==> src/rtl/seq_alu.sv <==
// seq_alu: sequential ALU with single-cycle add/sub/logic ops, a shift-add
// multiplier (one bit per cycle) and an optional restoring divider.
//
// Build option: define SEQ_ALU_DIV_EN to include the divider (DIVU/DIVS and
// divide-by-zero handling). Without it the DIV state and divider datapath
// are removed, opcodes 10/11 behave as undefined opcodes and div_zero is 0.
//
// Timing: start is sampled only in IDLE. Single-cycle results are registered
// on the start edge and done pulses for the following cycle. Multi-cycle ops
// raise busy from the start edge and register results WIDTH edges later.
module seq_alu #(
    parameter int WIDTH = 32
) (
    input  logic             clock,
    input  logic             reset,
    input  logic             start,
    input  logic [4:0]       op,
    input  logic [WIDTH-1:0] a,
    input  logic [WIDTH-1:0] b,
    input  logic             carry_in,
    output logic             busy,
    output logic             done,
    output logic [WIDTH-1:0] result,
    output logic [WIDTH-1:0] result_hi,
    output logic             carry_out,
    output logic             zero_out,
    output logic             neg_out,
    output logic             over_out,
    output logic             div_zero
);

    localparam int CW = $clog2(WIDTH);

    typedef enum logic [4:0] {
        OP_ADD  = 5'd0,
        OP_ADDC = 5'd1,
        OP_SUB  = 5'd2,
        OP_SUBC = 5'd3,
        OP_AND  = 5'd4,
        OP_OR   = 5'd5,
        OP_XOR  = 5'd6,
        OP_COMP = 5'd7,
        OP_MULU = 5'd8,
        OP_MULS = 5'd9,
        OP_DIVU = 5'd10,
        OP_DIVS = 5'd11
    } op_e;

`ifdef SEQ_ALU_DIV_EN
    typedef enum logic [1:0] {
        S_IDLE = 2'd0,
        S_MUL  = 2'd1,
        S_DIV  = 2'd2
    } state_e;
`else
    typedef enum logic [1:0] {
        S_IDLE = 2'd0,
        S_MUL  = 2'd1
    } state_e;
`endif

    // Magnitude of a two's-complement value; the most-negative value maps to
    // 2^(WIDTH-1), which is still representable as an unsigned WIDTH value.
    function automatic logic [WIDTH-1:0] abs_val(input logic [WIDTH-1:0] v);
        return v[WIDTH-1] ? -v : v;
    endfunction

    // ------------------------------------------------------------------
    // State
    // ------------------------------------------------------------------
    state_e            state_q;
    logic [CW-1:0]     count_q;
    logic [WIDTH-1:0]  opnd_q;     // multiplicand / divisor magnitude
    logic [WIDTH-1:0]  hi_q;       // product high half / partial remainder
    logic [WIDTH-1:0]  lo_q;       // multiplier bits / dividend-quotient bits
    logic              neg_lo_q;   // negate product or quotient at the end
    logic              signed_q;   // MULS rather than MULU
`ifdef SEQ_ALU_DIV_EN
    logic              neg_hi_q;   // negate remainder at the end
    logic              ovf_q;      // most-negative / -1 special case
`endif

    // ------------------------------------------------------------------
    // Single-cycle datapath
    // ------------------------------------------------------------------
    logic             cin_add;
    logic             cin_sub;
    logic [WIDTH:0]   add_sum;
    logic [WIDTH:0]   sub_diff;
    logic             add_ovf;
    logic             sub_ovf;

    assign cin_add  = (op == OP_ADDC) & carry_in;
    assign cin_sub  = (op == OP_SUBC) & carry_in;
    assign add_sum  = {1'b0, a} + {1'b0, b} + {{WIDTH{1'b0}}, cin_add};
    assign sub_diff = {1'b0, a} - {1'b0, b} - {{WIDTH{1'b0}}, cin_sub};
    assign add_ovf  = (a[WIDTH-1] == b[WIDTH-1]) && (add_sum[WIDTH-1] != a[WIDTH-1]);
    assign sub_ovf  = (a[WIDTH-1] != b[WIDTH-1]) && (sub_diff[WIDTH-1] != a[WIDTH-1]);

    logic [WIDTH-1:0] sc_result;
    logic [WIDTH-1:0] sc_hi;
    logic [WIDTH-1:0] sc_flag_src;
    logic             sc_carry;
    logic             sc_over;
    logic             sc_dz;
    logic             sc_zero;
    logic             sc_neg;
    logic             sc_multi;

    // Decode the opcode into a complete single-cycle outcome, or flag it as multi-cycle.
    always_comb begin
        // NOTE: every output gets a default first so no path leaves a value unassigned (no latch).
        sc_result   = '0;
        sc_hi       = '0;
        sc_flag_src = '0;
        sc_carry    = 1'b0;
        sc_over     = 1'b0;
        sc_dz       = 1'b0;
        sc_multi    = 1'b0;
        case (op)
            OP_ADD, OP_ADDC: begin
                sc_result   = add_sum[WIDTH-1:0];
                sc_flag_src = add_sum[WIDTH-1:0];
                sc_carry    = add_sum[WIDTH];
                sc_over     = add_ovf;
            end
            OP_SUB, OP_SUBC: begin
                sc_result   = sub_diff[WIDTH-1:0];
                sc_flag_src = sub_diff[WIDTH-1:0];
                sc_carry    = sub_diff[WIDTH];
                sc_over     = sub_ovf;
            end
            OP_COMP: begin
                // Passes a through but reports the flags of a - b.
                sc_result   = a;
                sc_flag_src = sub_diff[WIDTH-1:0];
                sc_carry    = sub_diff[WIDTH];
                sc_over     = sub_ovf;
            end
            OP_AND: begin
                sc_result   = a & b;
                sc_flag_src = a & b;
            end
            OP_OR: begin
                sc_result   = a | b;
                sc_flag_src = a | b;
            end
            OP_XOR: begin
                sc_result   = a ^ b;
                sc_flag_src = a ^ b;
            end
            OP_MULU, OP_MULS: begin
                sc_multi = 1'b1;
            end
`ifdef SEQ_ALU_DIV_EN
            OP_DIVU, OP_DIVS: begin
                if (b == '0) begin
                    // Divide by zero completes at once with a recognisable pattern.
                    sc_result   = '1;
                    sc_hi       = a;
                    sc_flag_src = '1;
                    sc_dz       = 1'b1;
                end else begin
                    sc_multi = 1'b1;
                end
            end
`endif
            default: begin
                // Undefined opcodes produce zero and flags derived from zero.
            end
        endcase
        sc_zero = (sc_flag_src == '0);
        sc_neg  = sc_flag_src[WIDTH-1];
    end

    // ------------------------------------------------------------------
    // Multiplier step and final correction
    // ------------------------------------------------------------------
    logic [WIDTH:0]     mul_sum;
    logic [2*WIDTH-1:0] mul_prod;
    logic [2*WIDTH-1:0] mul_final;
    logic [WIDTH-1:0]   mul_hi;
    logic [WIDTH-1:0]   mul_lo;
    logic               mul_carry;
    logic               mul_over;

    // Add the multiplicand when the current multiplier bit is set, then shift right.
    assign mul_sum   = {1'b0, hi_q} + {1'b0, (lo_q[0] ? opnd_q : {WIDTH{1'b0}})};
    assign mul_prod  = {mul_sum, lo_q[WIDTH-1:1]};
    assign mul_final = neg_lo_q ? -mul_prod : mul_prod;
    assign mul_hi    = mul_final[2*WIDTH-1:WIDTH];
    assign mul_lo    = mul_final[WIDTH-1:0];
    assign mul_carry = !signed_q && (mul_hi != '0);
    assign mul_over  = signed_q && (mul_hi != {WIDTH{mul_lo[WIDTH-1]}});

`ifdef SEQ_ALU_DIV_EN
    // ------------------------------------------------------------------
    // Restoring divider step and final sign correction
    // ------------------------------------------------------------------
    logic [WIDTH:0]   div_shift;
    logic             div_ge;
    logic [WIDTH-1:0] div_rem_next;
    logic [WIDTH-1:0] div_quo_next;
    logic [WIDTH-1:0] div_quo;
    logic [WIDTH-1:0] div_rem;

    // Bring in the next dividend bit and subtract the divisor when it fits.
    // The partial remainder is always below the divisor, so WIDTH bits suffice.
    assign div_shift    = {hi_q, lo_q[WIDTH-1]};
    assign div_ge       = (div_shift >= {1'b0, opnd_q});
    assign div_rem_next = div_ge ? (div_shift[WIDTH-1:0] - opnd_q) : div_shift[WIDTH-1:0];
    assign div_quo_next = {lo_q[WIDTH-2:0], div_ge};
    assign div_quo      = neg_lo_q ? -div_quo_next : div_quo_next;
    assign div_rem      = neg_hi_q ? -div_rem_next : div_rem_next;
`endif

    // ------------------------------------------------------------------
    // Control FSM with registered outputs
    // ------------------------------------------------------------------
    // Sequence operations, step the iterative datapath and register all outputs.
    always_ff @(posedge clock) begin
        // NOTE: sequential state uses non-blocking assignments so every register
        // samples pre-edge values, independent of statement order.
        if (!reset) begin
            state_q   <= S_IDLE;
            count_q   <= '0;
            opnd_q    <= '0;
            hi_q      <= '0;
            lo_q      <= '0;
            neg_lo_q  <= 1'b0;
            signed_q  <= 1'b0;
`ifdef SEQ_ALU_DIV_EN
            neg_hi_q  <= 1'b0;
            ovf_q     <= 1'b0;
`endif
            busy      <= 1'b0;
            done      <= 1'b0;
            result    <= '0;
            result_hi <= '0;
            carry_out <= 1'b0;
            zero_out  <= 1'b0;
            neg_out   <= 1'b0;
            over_out  <= 1'b0;
            div_zero  <= 1'b0;
        end else begin
            done <= 1'b0;
            case (state_q)
                S_IDLE: begin
                    if (start) begin
                        if (!sc_multi) begin
                            result    <= sc_result;
                            result_hi <= sc_hi;
                            carry_out <= sc_carry;
                            zero_out  <= sc_zero;
                            neg_out   <= sc_neg;
                            over_out  <= sc_over;
                            div_zero  <= sc_dz;
                            done      <= 1'b1;
                        end else begin
                            busy    <= 1'b1;
                            count_q <= '0;
                            hi_q    <= '0;
                            if (op == OP_MULU || op == OP_MULS) begin
                                state_q  <= S_MUL;
                                signed_q <= (op == OP_MULS);
                                if (op == OP_MULS) begin
                                    opnd_q   <= abs_val(a);
                                    lo_q     <= abs_val(b);
                                    neg_lo_q <= a[WIDTH-1] ^ b[WIDTH-1];
                                end else begin
                                    opnd_q   <= a;
                                    lo_q     <= b;
                                    neg_lo_q <= 1'b0;
                                end
                            end
`ifdef SEQ_ALU_DIV_EN
                            else begin
                                state_q  <= S_DIV;
                                signed_q <= 1'b0;
                                if (op == OP_DIVS) begin
                                    opnd_q   <= abs_val(b);
                                    lo_q     <= abs_val(a);
                                    neg_lo_q <= a[WIDTH-1] ^ b[WIDTH-1];
                                    neg_hi_q <= a[WIDTH-1];
                                    ovf_q    <= (a == {1'b1, {(WIDTH-1){1'b0}}}) && (b == '1);
                                end else begin
                                    opnd_q   <= b;
                                    lo_q     <= a;
                                    neg_lo_q <= 1'b0;
                                    neg_hi_q <= 1'b0;
                                    ovf_q    <= 1'b0;
                                end
                            end
`endif
                        end
                    end
                end
                S_MUL: begin
                    hi_q    <= mul_prod[2*WIDTH-1:WIDTH];
                    lo_q    <= mul_prod[WIDTH-1:0];
                    count_q <= count_q + CW'(1);
                    if (count_q == CW'(WIDTH - 1)) begin
                        state_q   <= S_IDLE;
                        busy      <= 1'b0;
                        done      <= 1'b1;
                        result    <= mul_lo;
                        result_hi <= mul_hi;
                        carry_out <= mul_carry;
                        zero_out  <= (mul_lo == '0);
                        neg_out   <= mul_lo[WIDTH-1];
                        over_out  <= mul_over;
                        div_zero  <= 1'b0;
                    end
                end
`ifdef SEQ_ALU_DIV_EN
                S_DIV: begin
                    hi_q    <= div_rem_next;
                    lo_q    <= div_quo_next;
                    count_q <= count_q + CW'(1);
                    if (count_q == CW'(WIDTH - 1)) begin
                        state_q   <= S_IDLE;
                        busy      <= 1'b0;
                        done      <= 1'b1;
                        result    <= div_quo;
                        result_hi <= div_rem;
                        carry_out <= 1'b0;
                        zero_out  <= (div_quo == '0);
                        neg_out   <= div_quo[WIDTH-1];
                        over_out  <= ovf_q;
                        div_zero  <= 1'b0;
                    end
                end
`endif
                default: begin
                    state_q <= S_IDLE;
                    busy    <= 1'b0;
                end
            endcase
        end
    end

endmodule

==> config.mk <==
export PLATFORM = sky130hd
export DESIGN_NAME = seq_alu
export DESIGN_NICKNAME = d
export VERILOG_FILES = /design/src/rtl/seq_alu.sv
export SDC_FILE = /design/constraint.sdc
export NUM_CORES = 1
export LEC_CHECK = 0
export BUFFER_PORTS_ARGS = -buffer_cell sky130_fd_sc_hd__buf_4
export CORE_MARGIN = 2
export CORE_UTILIZATION = 50
export DETAILED_ROUTE_END_ITERATION = 10
export HOLD_SLACK_MARGIN = 0.15
export PLACE_DENSITY = 0.72
export SETUP_SLACK_MARGIN = 0.1
export SLEW_MARGIN = 30
export SYNTH_ARGS = -nofsm -noshare
export SYNTH_HDL_FRONTEND = slang
export SYNTH_SLANG_ARGS = --single-unit
==> constraint.sdc <==
create_clock -name clock -period 6.3 [get_ports clock]
set_input_delay 0.315 -clock clock [delete_from_list [all_inputs] [get_ports clock]]
set_output_delay 0.315 -clock clock [all_outputs]
set_load 0.02 [all_outputs]
# Word-level counts from Yosys, hierarchy flattened

Index checks and enable logic that the tools add are counted.

Bits in registers: 176
Input port bits: 73
Output and inout bits: 71
Word-level logic and storage cells: 136

$add $sub $neg: 9
Equal/unequal tests: 21
Multiplexer cells: 62
Bitwise logic cells: 6
Reduce and logical (&&, ||, !) cells: 22

Operators by type and width:

| kind               | count |
|---|---|
| $mux 32            | 16 |
| $pmux 32 s2        | 4 |
| $pmux 32 s6        | 1 |
| $pmux 32 s5        | 1 |
| $add 32x32->33     | 2 |
| $logic_not 32->1   | 2 |
| $mux 64            | 1 |
| $neg 32->32        | 2 |
| $neg 64->64        | 1 |
| $add 33x1->33      | 1 |
| $sub 32x32->33     | 1 |
| $sub 33x1->33      | 1 |
| $and 32x32->32     | 1 |
| $ne 32x32->1       | 1 |
| $or 32x32->32      | 1 |
| $reduce_bool 32->1 | 1 |
| $xor 32x32->32     | 1 |
| $mux 1             | 22 |
| $eq 5x3->1 const B | 4 |
| $pmux 1 s2         | 9 |
| $reduce_and 4->1   | 4 |
| $eq 5x2->1 const B | 2 |
| $eq 5x4->1 const B | 2 |
| $mux 5             | 2 |
| other kinds (21)   | 37 |

# Depth between registers and ports, before layout

Word-level depth: 9
Mapped depth: 22
Depth with buffers taken out: 21

# Worst setup path after synthesis

OpenSTA, ideal clock, no wires.

Path type: input to register
Start: input port op[3]
End: register zero_out
Setup time: 0.087 ns
Arrival: 5.115 ns
Required time: 6.213 ns
Setup slack: 1.098 ns
Stages: 22
Buffers on the path: 2
Path through: clkbuf_1 -> nor3_1 -> clkbuf_1 -> nand3_1 -> fa_1 -> inv_1 -> ha_1 -> nor2_1 -> fa_1 -> nand2b_1 -> a2111oi_0 -> o21a_1 -> o21ai_0 -> a41oi_1 -> a31oi_1 -> a31oi_1 -> xnor2_1 -> o41ai_1 -> nand4_1 -> nor4_1 -> nand4b_1 -> o31ai_1

Longest elaborated chain between the ends: 8
Elaborated cells on any way between the ends: 25
Classes of those cells: 2 x add/sub; 10 x eq/ne; 5 x mux; 2 x bitwise; 6 x reduce/logical

RTL lines:

| element                                               | line        | RTL |
|---|---|---|
| from (decl)                                           | 17          | `input logic [4:0] op,` |
| $eq 5x2->1 / $eq 5x1->1 (equally long branches)       | 94, 120, 93 |  |
| $and 1x1->1, on equally long branches                 | 94, 93      |  |
| $sub 33x1->33 / $add 33x1->33 (equally long branches) | 96, 95      |  |
| $pmux 32 s5                                           | 120         | `case (op)` |
| $logic_not 32->1                                      | 172         | `sc_zero = (sc_flag_src == '0);` |
| $mux 1                                                | 250         | `if (!sc_multi) begin` |
| $mux 1                                                | 249         | `if (start) begin` |
| $pmux 1 s2                                            | 247         | `case (state_q)` |
| to (signal assigned)                                  | 254         | `zero_out <= sc_zero;` |
| to (signal assigned)                                  | 309         | `zero_out <= (mul_lo == '0);` |
| to (decl)                                             | 26          | `output logic zero_out,` |

Parallel ways exist; a longest one is shown, timed or not. The select of a mux whose other input is x is not followed.
A chain may end at the register's enable or synchronous reset.

# Worst setup path in the final report

Start: register lo_q[0]
End: register over_out

Longest elaborated chain between the ends: 8

RTL lines:

| element                | line | RTL |
|---|---|---|
| from (decl)            | 75   | `logic [WIDTH-1:0] lo_q;` |
| from (signal assigned) | 268  | `lo_q <= abs_val(b);` |
| from (signal assigned) | 300  | `lo_q <= mul_prod[WIDTH-1:0];` |
| $mux 32 *              | 188  | `assign mul_sum = {1'b0, hi_q} + {1'b0, (lo_q[0] ? opnd_q : {WIDTH{1'b0}})};` |
| $add 32x32->33 *       | 188  |  |
| $neg 64->64            | 190  | `assign mul_final = neg_lo_q ? -mul_prod : mul_prod;` |
| $mux 64 *              | 190  |  |
| $ne 32x32->1 *         | 194  | `assign mul_over = signed_q && (mul_hi != {WIDTH{mul_lo[WIDTH-1]}});` |
| $logic_and 1x1->1 *    | 194  |  |
| $mux 1 *               | 302  | `if (count_q == CW'(WIDTH - 1)) begin` |
| $pmux 1 s2 *           | 247  |  |
| to (signal assigned)   | 256  | `over_out <= sc_over;` |
| to (signal assigned)   | 311  | `over_out <= mul_over;` |
| to (decl)              | 28   | `output logic over_out,` |

Mark *: on every way between the ends. The rest lies on a longest branch, timed or not. The select of a mux whose other input is x is not followed.

==> run_results.csv <==
group,metric,value,unit
outcome,status,"complete, no violations",
clocking,cts-root-buf,"clkbuf_16",
global_routing,grt_pass1_vias,16900,
worst_hold_path,hold_path.startpoint,"b[31]",
floorplanning,rows,68,
clocking,cts_max_level,4,
global_routing,antenna_found_initial,0,
synthesis,synthDistinctLibCells,93,
critical_path,reg2reg_from,"lo_q[0]",
clocking,cts_setup_buffers,0,
critical_path,critPathLaunchType,"register",
global_routing,grt-ovfl-total,0,
power_and_ir_drop,ir_drop,0.165,mV
final_layout,final_cell_mix,"235 x nand2_1, 179 x o21ai_0, 172 x dfxtp_1, 167 x buf_4, 163 x ha_1",
power_and_ir_drop,power.density,161,nW/µm²
critical_path,crit_arrival,5940,ps
clocking,clock_latency,450,ps
synthesis,yosysTopAreaCellShare,0.197,
floorplanning,start_util,0.510,
floorplanning,die_w,192,µm
synthesis,syn-cell-area,17700,µm²
floorplanning,num_io_pins,144,
detailed_routing,vias,18200,
critical_path,crit_required,6620,ps
worst_hold_path,hp-class,"in -> reg",
sta,max_freq,178,MHz
detailed_routing,dr.first_iter.drc_count,2234,
sta,final.min_clock_period,5620,ps
detailed_routing,antenna_left,0,
power_and_ir_drop,p_comb_frac,0.296,
final_layout,final_common_cell,"nand2_1",
placement,dpl.hpwl,47.3,mm
critical_path,r2r_cells,16,
synthesis,syn_inst,2319,
critical_path,critPathKind,"reg -> reg",
critical_path,max_stage_delay,670,ps
worst_hold_path,worstHoldPathCells,3,
synthesis,synth_edf_count,0,
power_and_ir_drop,pwr-share-seq,0.357,
critical_path,end_kind,"register",
sta,finalHoldViolCount,0,
clocking,cts_hold_buf,0,
synthesis,synth_area_per_cell,7.61,µm²
power_and_ir_drop,p_int,0.00205,W
run,cap_violations,0,
clocking,cts_made_buffers,17,
sta,tns,0,ps
synthesis,synth_area_leaders,"dfxtp_1 20%, ha_1 12%, xnor2_1 6.3%",
clocking,cts_resized,0,
critical_path,worstPathCellList,"and2_1 -> ha_1 -> fa_1 -> a211oi_2 -> o31a_2 -> a21oi_1 -> o311ai_2 -> o21ai_1 -> or4_1 -> or3_1 -> o41ai_2 -> xnor2_1 -> a221o_1 -> or4_1 -> a2111oi_2 -> o21ai_1",
floorplanning,fp.coreArea,34600,µm²
power_and_ir_drop,power.switching,0.00111,W
synthesis,synth_area_leader_cell,"dfxtp_1",
sta,slew_headroom,0.358,
power_and_ir_drop,cellLeakagePower,8.39,nW
critical_path,slowest_stage,"or4_1",
sta,hold_ws,222,ps
critical_path,cp_max_fo,13,
synthesis,ys.flop_type,"dfxtp_1",
global_routing,grt_max_degree,103,
global_routing,track_usage,0.326,
clocking,cts_tree,"done",
floorplanning,dieArea,36800,µm²
sta,fin_crit_sh,0.891,
clocking,cts_max_path_buffers,2,
synthesis,yosys_warnings,0,
power_and_ir_drop,swShare,0.351,
detailed_routing,vias_per_cell,6.41,
critical_path,crit_buf_inv,0,
sta,max_slew.worst_pin.slew,954,ps
placement,io_buffers,142,
synthesis,async_flop_share,0,
synthesis,synth_fp_nets,2560,
final_layout,drive_above_1_share,0.108,
detailed_routing,drt-wirelength-per-cell,21.5,µm
clocking,clock-sinks,174,
final_layout,area_growth,10.7,%
critical_path,crit_cells,16,
synthesis,ys_seq_elements,174,
global_routing,grt_pass1_wl,94.1,mm
floorplanning,die_h,192,µm
clocking,clk_pin_slew,70,ps
detailed_routing,drc,0,
detailed_routing,wirelength,61.0,mm
final_layout,diodes,0,
critical_path,crit_start,"lo_q[0]",
sta,finalClockSkew,9.62,ps
detailed_routing,first_pass_iters,10,
sta,rsz0062_at_grt,"false",
critical_path,cp_top_family,"compound AO/OA/AOI/OAI gates",
synthesis,synth_seq_area_share,0.197,
placement,place_congestion,1.02,
sta,slew_viol_final,0,
sta,finalSetupViolCount,0,
power_and_ir_drop,power_frac_clock,0.348,
final_layout,nets,2606,
==> routing by layer <==
layer  track usage  share of wire
met5             0              0
met4         0.132          0.036
met3        0.0364          0.078
met2         0.519           0.45
met1         0.449           0.44
==> cells by family (layout without fill, tap and decap cells) <==
logic type,after synthesis,in the layout,synth area share
AO/OA/AOI/OAI,763,763,0.301
XOR/XNOR,193,193,0.0957
adder cells (fa/ha/maj),168,168,0.121
buffers and inverters,261,320,0.0573
flip-flops,174,174,0.197
multiplexers,8,8,0.00475
other,1,1,0.000212
AND/OR/NAND/NOR,751,751,0.222
==> power groups by stage <==
stage          sequential [W]  combinational [W]  clock (W)
2_1_floorplan         0.00115           0.000614          0
3_3_place_gp          0.00115           0.000892          0
3_5_place_dp          0.00115           0.000904          0
4_1_cts               0.00112           0.000907    0.00111
5_1_grt               0.00113            0.00101    0.00114
6_report              0.00113           0.000932    0.00110
==> flip-flops by register name, indices dropped and copies added, names as in the netlist, 5 cells and up <==
register   flops
opnd_q        32
result        32
lo_q          32
count_q        5
hi_q          32
result_hi     32
==> worst paths after layout <==
path | endpoint | slack [ps]
setup / recovery | over_out | 680
hold / removal | lo_q[31] | 220
setup reg to reg | over_out | 680
hold reg to reg | result_hi[18] | 470
==> cells in the mapped netlist (all sizes together) (41+ instances only) <==
cell type and count:
o21ai 182, nand2 235, nor2 99, ha 163, nor2b 92, a21oi 139, a21o 56, xnor2 127
inv 121, dfxtp 174, nand3 41, and2 64, xor2 66, a22oi 66, clkbuf 115
==> area by class of cell <==
type	count	area (µm²)
Fill cell	3308	15100
Multi-Input combinational cell	1884	13200
Sequential cell	174	3490
Timing Repair Buffer	167	1250
Tap cell	455	569
Inverter	121	454
Clock buffer	18	429
Clock inverter	14	156
==> worst register-to-register path, delay by kind of cell (launching register included) <==
| family | cells | cell delay [ps] |
|---|---|---|
| AO/OA/AOI/OAI | 9 | 2360 |
| adder cells (fa/ha/maj) | 2 | 690 |
| flip-flops | 1 | 400 |
| XOR/XNOR | 1 | 210 |
| AND/OR/NAND/NOR | 4 | 1830 |
==> metrics by stage <==
step                      instance area (µm²)   util  setup WS [ps]  cells  power, W
final                                   19500  0.564            684   2833   0.00315
after floorplan                         17700      -           1100   2319   0.00177
after CTS                               19500  0.564            697   2833   0.00314
after global placement                  19000  0.548            817   2801   0.00204
after global routing                    19500  0.564            360   2833   0.00328
after detailed placement                19000  0.548            725   2801   0.00205
No activity file was read; power rests on OpenSTA's default activity.
